### src/rtl/uart_report_transmitter.sv
// Buffered 8N1 UART transmitter for terminal replies: a byte FIFO written by the
// parser feeds a start/data/stop serialiser whose TxD output is a flop.
`ifndef BAUD_RATE
`define BAUD_RATE 115200
`endif

module uart_report_transmitter #(
  parameter int ClkFrequency = 100_000_000,
  parameter int Baud         = `BAUD_RATE,
  parameter int FifoDepth    = 16
) (
  input  logic                           clk,
  input  logic                           rst,
  input  logic                           dataValid,
  input  logic [7:0]                     data,
  output logic                           ready,
  output logic                           TxD,
  output logic                           busy,
  output logic [$clog2(FifoDepth+1)-1:0] fifoCount
);

  localparam int Divisor = (ClkFrequency + Baud / 2) / Baud;
  localparam int CntW    = (Divisor < 2) ? 1 : $clog2(Divisor);
  localparam int PtrW    = $clog2(FifoDepth);
  localparam int CountW  = $clog2(FifoDepth + 1);

  localparam logic [CntW-1:0]   CntMax    = CntW'(Divisor - 1);
  localparam logic [CountW-1:0] CountFull = CountW'(FifoDepth);

  generate
    if (Divisor < 2) begin : gBadDivisor
      $error("uart_report_transmitter: baud divisor must be at least 2");
    end
    if ((FifoDepth < 2) || ((FifoDepth & (FifoDepth - 1)) != 0)) begin : gBadDepth
      $error("uart_report_transmitter: FifoDepth must be a power of two >= 2");
    end
  endgenerate

  typedef enum logic [1:0] {
    IDLE  = 2'd0,
    START = 2'd1,
    DATA  = 2'd2,
    STOP  = 2'd3
  } state_t;

  state_t            state_r;
  state_t            stateNext_s;
  logic [7:0]        fifoMem_r [FifoDepth];
  logic [PtrW-1:0]   wrPtr_r;
  logic [PtrW-1:0]   rdPtr_r;
  logic [CountW-1:0] count_r;
  logic [CountW-1:0] countNext_s;
  logic [CntW-1:0]   baudCnt_r;
  logic [CntW-1:0]   baudCntNext_s;
  logic [2:0]        bitIdx_r;
  logic [2:0]        bitIdxNext_s;
  logic [7:0]        shift_r;
  logic [7:0]        shiftNext_s;
  logic              txd_r;
  logic              txdNext_s;
  logic              busy_r;
  logic              busyNext_s;
  logic              push_s;
  logic              pop_s;
  logic              baudWrap_s;
  logic              fifoEmpty_s;
  logic              fifoFull_s;

  assign fifoEmpty_s = (count_r == CountW'(0));
  assign fifoFull_s  = (count_r == CountFull);
  assign push_s      = dataValid && !fifoFull_s;
  assign baudWrap_s  = (baudCnt_r == CntMax);

  assign ready     = !fifoFull_s;
  assign TxD       = txd_r;
  assign busy      = busy_r;
  assign fifoCount = count_r;

  // State register; reset abandons any frame in flight.
  always_ff @(posedge clk or negedge rst) begin
    if (!rst) begin
      state_r <= IDLE;
    end else begin
      state_r <= stateNext_s;
    end
  end

  // Next-state logic, including when the head byte is popped into the shifter.
  always_comb begin
    stateNext_s = state_r;
    pop_s       = 1'b0;
    case (state_r)
      IDLE: begin
        if (!fifoEmpty_s) begin
          pop_s       = 1'b1;
          stateNext_s = START;
        end else begin
          stateNext_s = IDLE;
        end
      end
      START: begin
        if (baudWrap_s) begin
          stateNext_s = DATA;
        end else begin
          stateNext_s = START;
        end
      end
      DATA: begin
        if (baudWrap_s && (bitIdx_r == 3'd7)) begin
          stateNext_s = STOP;
        end else begin
          stateNext_s = DATA;
        end
      end
      STOP: begin
        if (baudWrap_s) begin
          // A waiting byte starts immediately so frames run back to back.
          if (!fifoEmpty_s) begin
            pop_s       = 1'b1;
            stateNext_s = START;
          end else begin
            stateNext_s = IDLE;
          end
        end else begin
          stateNext_s = STOP;
        end
      end
      default: begin
        stateNext_s = IDLE;
      end
    endcase
  end

  // Output and datapath next values; TxD is computed from the next state so the flop leads the line.
  always_comb begin
    shiftNext_s   = shift_r;
    bitIdxNext_s  = bitIdx_r;
    baudCntNext_s = baudCnt_r;
    txdNext_s     = 1'b1;
    countNext_s   = count_r;
    busyNext_s    = 1'b0;

    if (pop_s) begin
      shiftNext_s = fifoMem_r[rdPtr_r];
    end else if ((state_r == DATA) && baudWrap_s) begin
      shiftNext_s = {1'b0, shift_r[7:1]};
    end else begin
      shiftNext_s = shift_r;
    end

    if (state_r == START) begin
      bitIdxNext_s = 3'd0;
    end else if ((state_r == DATA) && baudWrap_s) begin
      bitIdxNext_s = bitIdx_r + 3'd1;
    end else begin
      bitIdxNext_s = bitIdx_r;
    end

    if (pop_s || (stateNext_s == IDLE) || baudWrap_s) begin
      baudCntNext_s = CntW'(0);
    end else begin
      baudCntNext_s = baudCnt_r + CntW'(1);
    end

    case (stateNext_s)
      START:   txdNext_s = 1'b0;
      DATA:    txdNext_s = shiftNext_s[0];
      default: txdNext_s = 1'b1;
    endcase

    case ({push_s, pop_s})
      2'b10:   countNext_s = count_r + CountW'(1);
      2'b01:   countNext_s = count_r - CountW'(1);
      default: countNext_s = count_r;
    endcase

    busyNext_s = (stateNext_s != IDLE) || (countNext_s != CountW'(0));
  end

  // Datapath and registered outputs.
  always_ff @(posedge clk or negedge rst) begin
    if (!rst) begin
      shift_r   <= 8'h00;
      bitIdx_r  <= 3'd0;
      baudCnt_r <= CntW'(0);
      txd_r     <= 1'b1;
      busy_r    <= 1'b0;
      count_r   <= CountW'(0);
    end else begin
      shift_r   <= shiftNext_s;
      bitIdx_r  <= bitIdxNext_s;
      baudCnt_r <= baudCntNext_s;
      txd_r     <= txdNext_s;
      busy_r    <= busyNext_s;
      count_r   <= countNext_s;
    end
  end

  // FIFO pointers wrap naturally at the power-of-two depth.
  always_ff @(posedge clk or negedge rst) begin
    if (!rst) begin
      wrPtr_r <= PtrW'(0);
      rdPtr_r <= PtrW'(0);
    end else begin
      if (push_s) begin
        wrPtr_r <= wrPtr_r + PtrW'(1);
      end
      if (pop_s) begin
        rdPtr_r <= rdPtr_r + PtrW'(1);
      end
    end
  end

  // FIFO storage; contents are don't-care while the count says empty.
  always_ff @(posedge clk) begin
    if (push_s) begin
      fifoMem_r[wrPtr_r] <= data;
    end
  end

endmodule

### config.mk
export PLATFORM = sky130hd
export DESIGN_NAME = uart_report_transmitter
export DESIGN_NICKNAME = d
export VERILOG_FILES = /design/src/rtl/uart_report_transmitter.sv
export SDC_FILE = /design/constraint.sdc
export NUM_CORES = 1
export LEC_CHECK = 0
export ABC_AREA = 1
export CAP_MARGIN = 30
export CORE_MARGIN = 4
export CORE_UTILIZATION = 40
export CTS_CLUSTER_DIAMETER = 100
export DETAILED_ROUTE_END_ITERATION = 10
export PLACE_DENSITY = 0.6
export SLEW_MARGIN = 20
export SYNTH_ARGS = -nofsm -noshare
export SYNTH_HDL_FRONTEND = slang
export SYNTH_SLANG_ARGS = --single-unit
### constraint.sdc
create_clock -name clk -period 3.05 [get_ports clk]
set_clock_uncertainty 0.2 [all_clocks]
set_input_delay 0.915 -clock clk [delete_from_list [all_inputs] [get_ports clk]]
set_output_delay 0.915 -clock clk [all_outputs]
set_load 0.02 [all_outputs]
==> Yosys cells after proc, flatten, opt, wreduce, memory -nomap -nowiden <==
Memory sizes are Yosys's and may differ from the RTL's.
Index checks and enable logic that the tools add are counted.
{ "totals": {"ram_bits": 128, "regBits": 38, "memories": 1, "rom_bits": 0, "latch_bits": 0, "inputBits": 11, "elab_cells": 58} }
{ "classes": {"reduce_logical": 14, "multipliers": 0, "n_bitwise": 0, "div_mod_pow": 0, "shifts": 0, "eq_ne": 10, "magnitude_cmp": 0, "n_addsub": 6, "mux": 17} }
{ "mem_list": {"columns": ["memory", "words", "word_bits", "read_ports", "rd_ports_with_merged_regs", "wr", "line", "text"], "rows": [
  ["fifoMem_r", 16, 8, 1, 0, 1, "48", "logic [7:0] fifoMem_r [FifoDepth];"]
]} }
{ "ops": {"columns": ["op", "count"], "rows": [
  ["8-bit two-way mux", 2],
  ["10-bit by 1-bit adder with 10-bit output, second input constant", 1],
  ["10-bit equality test, second input constant", 1],
  ["10-bit two-way mux", 1],
  ["5-bit one-hot mux with 2 select lines", 1],
  ["4-bit by 1-bit adder with 4-bit output, second input constant", 2],
  ["2-bit equality test, second input constant", 4],
  ["2-bit one-hot mux with 4 select lines", 1],
  ["2-bit by 1-bit equality test with 1-bit output, second input constant", 3],
  ["1-bit two-way mux", 6],
  ["3-bit two-way mux", 2],
  ["2-bit nonzero test", 3],
  ["5-bit by 1-bit adder with 5-bit output, second input constant", 1],
  ["5-bit equality test, second input constant", 1],
  ["5-bit zero test", 1],
  ["5-bit nonzero test", 1],
  ["5-bit by 1-bit subtractor with 5-bit output, second input constant", 1],
  ["2-bit zero test", 2],
  ["2-bit two-way mux", 2],
  ["1-bit one-hot mux with 2 select lines", 2],
  ["3-bit by 1-bit adder with 3-bit output, second input constant", 1],
  ["3-bit equality test, second input constant", 1],
  ["1-bit logical AND", 3],
  ["1-bit logical OR", 3],
  ["1-bit zero test", 1]
]} }

==> Longest topological paths before layout <==
{ "depth": {"depth_word": 8, "ltp_mapped": 20, "depth_no_buf": 19} }

==> Least setup slack after synthesis <==
No wires, ideal clock.
{ "synth_timing": {"path_kind": "register to register", "start": "register baudCnt_r[0]", "end": "register busy_r, in the netlist busy", "setup_ns": 0.119, "t_required_ns": 2.731, "t_arrival_ns": 2.508, "setup_slack_ns": 0.223, "stages_incl_launch_ff": 20, "cell_sequence": "dfrtp_1 -> ha_1 -> nand2_1 -> nand3b_1 -> nor2_2 -> nand2_2 -> a21oi_4 -> buf_6 -> ha_1 -> xor2_1 -> ha_1 -> inv_1 -> nand2_1 -> nand2_1 -> o21ai_1 -> nand3_1 -> nand2_1 -> nand2_1 -> nor2_1 -> nand2_1"} }
{ "synth_between": {"elab_chain_len": 7} }
{ "synth_lines": {"columns": ["element", "line", "text"], "rows": [
  ["start: declaration", "53", "logic [CntW-1:0] baudCnt_r;"],
  ["start signal: assignment", "185", "baudCnt_r <= CntW'(0);"],
  ["start signal: assignment", "192", "baudCnt_r <= baudCntNext_s;"],
  ["10-bit equality test (*)", "72", "assign baudWrap_s = (baudCnt_r == CntMax);"],
  ["1-bit two-way mux (*)", "116", "if (baudWrap_s) begin"],
  ["1-bit one-hot mux with 2 select lines (*)", "92", "case (state_r)"],
  ["2-bit by 1-bit equality test with 1-bit output or 2-bit equality test (tied branches)", "171", "case ({push_s, pop_s})"],
  ["5-bit one-hot mux with 2 select lines (*)", "171", null],
  ["named net countNext_s[4]", "52", "logic [CountW-1:0] countNext_s;"],
  ["5-bit nonzero test (*)", "177", "busyNext_s = (stateNext_s != IDLE) || (countNext_s != CountW'(0));"],
  ["1-bit logical OR (*)", "177", null],
  ["named net busyNext_s", "62", "logic busyNext_s;"],
  ["end signal: assignment", "194", "busy_r <= busyNext_s;"],
  ["end: declaration", "61", "logic busy_r;"]
]} }
Mark *: on every way through the listed nets, which the timed path passes. The rest lies on a longest branch.
A chain may end at the register's enable or synchronous reset.

==> Worst setup path after layout <==
{ "layout_timing": {"start": "register count_r[1], in the netlist fifoCount[1]", "end": "output ready"} }
{ "layout_between": {"elab_chain_len": 2} }
{ "layout_lines": {"columns": ["element", "line", "text"], "rows": [
  ["start: declaration", "51", "logic [CountW-1:0] count_r;"],
  ["start signal: assignment", "188", "count_r <= CountW'(0);"],
  ["start signal: assignment", "195", "count_r <= countNext_s;"],
  ["5-bit equality test", "70", "assign fifoFull_s = (count_r == CountFull);"],
  ["1-bit zero test", "74", "assign ready = !fifoFull_s;"],
  ["end: declaration", "16", "output logic ready,"]
]} }
Every way passes these cells.

==> results.yml <==
clock_network:
  clkSlewWorstSetupHoldPaths_ps: 60
  cts.htree.levels: 4
  numCtsBuffers: 17
  cts_sinks: 166
  clk_latency_ps: 430
  cts_tree: "yes"
  cts_max_path_buffers: 2
  cts-root-buf: "clkbuf_16"
timing:
  tns_ps: 0
  maxSlewHeadroom_pct: 53.4
  finalHoldViolCount: 0
  tightest_slew_ps: 698
  hold_ws_ps: 134
  clock.fmax_ghz: 0.344
  setup_ws_ps: 147
  finalSetupViolCount: 0
  fin_crit_ps: 2900
  fin_crit_sh_pct: 95.2
  slew_violations: 0
critical_path:
  cp_max_fo: 5
  endpoint_kind: "output port"
  cp_top_family: "buffers and inverters"
  worst_ep_arrival_time_ps: 1790
  critPathSlowestCell: "clkdlybuf4s50_1"
  crit_type: "reg -> out"
  required_ps: 1930
  crit_path_start_kind: "register"
  crit_chain: "nor2_1 -> nand4_1 -> clkdlybuf4s50_1"
  max_stage_delay_ps: 570
  crit_buf_inv: 1
logic_synthesis:
  synth_top_area_share_pct: 53.0
  ys.flop_type: "edfxtp_1"
  async_flop_share_pct: 22.9
  yosysSeqAreaShare_pct: 66.1
  synth_cells: 663
  synth_fp_nets: 690
  synth_area_um2: 7260
  syn_avg_cell_area_um2: 10.9
  yosys_warnings: 0
  synth_area_leaders: "edfxtp_1, dfrtp_1, nor2_1"
  synth-edff-count: 128
  synth_top_cell_by_area: "edfxtp_1"
  ys_seq_elements: 166
  synth.distinct_cells: 31
placement:
  dp_slack_ps: -91.4
  place_congestion: 0.831
  place.port_buffers: 18
  dp_hpwl_um: 9870
route:
  via_count: 4822
  drt_iter0_drc: 325
  wl_per_cell_um: 16.5
  postRouteAntennaNets: 0
  drtPass1Iterations: 7
  highest_layer: "met4"
  routed_wl_um: 15500
  wl_met1_um: 6970
  wl_met3_um: 609
  via_per_inst: 5.12
  dr_wl_met2_um: 7640
  drc_errors: 0
die:
  die_h_um: 143
  fp.dieW_um: 143
  io-pin-count: 19
  start_util_pct: 41.4
  dieArea_um2: 20400
  core_um2: 17500
  placementRows: 48
cells_and_area:
  final_cell_mix: "edfxtp_1, nor2_1, nand2_1, o21ai_0, nand3_1"
  final_common_cell: "edfxtp_1"
  diodes: 0
  fin_nets: 730
  drive_above_1_share_pct: 11.3
  syn2layout_area_growth_pct: 16.8
run_status:
  outcome: "finished, final reports clean"
pwr:
  leakagePower_nw: 3.23
  finalPower_w: 0.00569
  ir_drop_uv: 466
  powerDensity_nw_per_um2: 672
grt:
  grt_antenna_before_repair: 0
  gr-total-overflow: 0
  grt_start_max_net_pins: 69
  grt_first_pass_wirelength_um: 25400
  first_global_vias: 4835
  grt_usage_pct: 16.2
worst_hold_path:
  hold_class: "in -> async"
run:
  maxCapViolations: 0
## per-stage QoR
| stage | utilization (%) | area, um2 | cells |
|---|---|---|---|
| 6_report | 48.3 | 8480 | 941 |
| 5_1_grt | 48.3 | 8480 | 941 |
| 4_1_cts | 47.9 | 8400 | 939 |
| 3_5_place_dp | 44.5 | 7800 | 907 |
| 3_3_place_gp | 44.5 | 7800 | 907 |
| 2_1_floorplan | - | 7260 | 663 |
## cell type report
cell class              count  area, um2
multi-input cells         428       2210
well taps                 225        282
flip-flops and latches    166       4800
fillers                  1569       9060
clock inverters            13        170
repair buffers             45        410
inverters                  45        170
clock buffers              19        433
## worst register-to-register path, cell delays in order (launching register included)
cell and delay, ps:
dfrtp_1 400, ha_4 180, nand2_1 50, nand3b_1 170
nor2_2 180, nand2_2 100, a21oi_4 200, ha_4 170
xor2_2 160, ha_1 160, inv_1 50, nand2_2 80
nand2_1 100, o21ai_2 170, nand3_1 80, nand2_1 70
nand2_1 60, nor2_1 100, nand2_1 60
## registers in the layout, summed over array words and instances, names as in the netlist
| signal | count |
|---|---|
| fifoMem_r | 128 |
| rdPtr_r | 4 |
| busy | 1 |
| baudCnt_r | 10 |
| TxD | 1 |
| state_r | 2 |
| fifoCount | 5 |
| bitIdx_r | 3 |
| wrPtr_r | 4 |
| shift_r | 8 |
## logic make-up after synthesis
group                      after synthesis  synth area share [%]
xor gates and xnor gates                18                  2.17
and+or+nand+nor                        300                  17.4
DFF                                    166                  66.1
buffers and inverters                   69                  3.98
AOI/OAI and AO/OA                       94                  7.57
adders and majority gates               16                  2.76
## path summary, 6_finish.rpt
path / slack (ps) / startpoint / depth (start not counted) / to
max in group asynchronous: 2030 / rst / 2 / TxD
setup reg to reg: 230 / baudCnt_r[0] / 18 / busy
min in group clk: 290 / shift_r[7] / 2 / shift_r[7]
hold reg to reg: 290 / shift_r[7] / 2 / shift_r[7]
hold / removal: 130 / rst / 1 / fifoCount[0]
setup / recovery: 150 / fifoCount[1] / 3 / ready
## synthesized netlist by cell type, types with 2 or more instances
cell type and n:
nand3_1 48, nand4_1 8, nand2_2 7, ha_1 16, inv_2 2, xnor2_1 4, edfxtp_1 128, clkbuf_1 11
xor2_1 14, clkinv_1 2, inv_1 40, nand2_1 108, nand3b_1 3, o21ai_0 54, nor2_1 120, a21oi_1 8
dfrtp_1 37, nor2_2 3, o211ai_1 24, buf_4 3, a22oi_1 3, o21ai_1 4, buf_2 8
## layer usage
| layer | vias up | track usage, % |
|---|---|---|
| met4 | 0 | 5.70 |
| met5 | - | 0 |
| met1 | 2330 | 21.0 |
| met2 | 113 | 26.8 |
| met3 | 28 | 3.99 |
| li1 | 2351 | - |
## where the power goes
group	switching (W)	leakage (nW)	internal (W)	total [W]
logic	0.000463	1.32	0.000251	0.000714
clock network	0.000892	0.294	0.00130	0.00219
registers	0.000112	1.62	0.00267	0.00278
## what timing repair did
action / CTS / global route
setup endpoints to repair: 0 / 2
resized for setup: 0 / 10
setup buffers: 0 / 1
hold buffers: 0 / 0
Power figures use the tool's default switching activity.
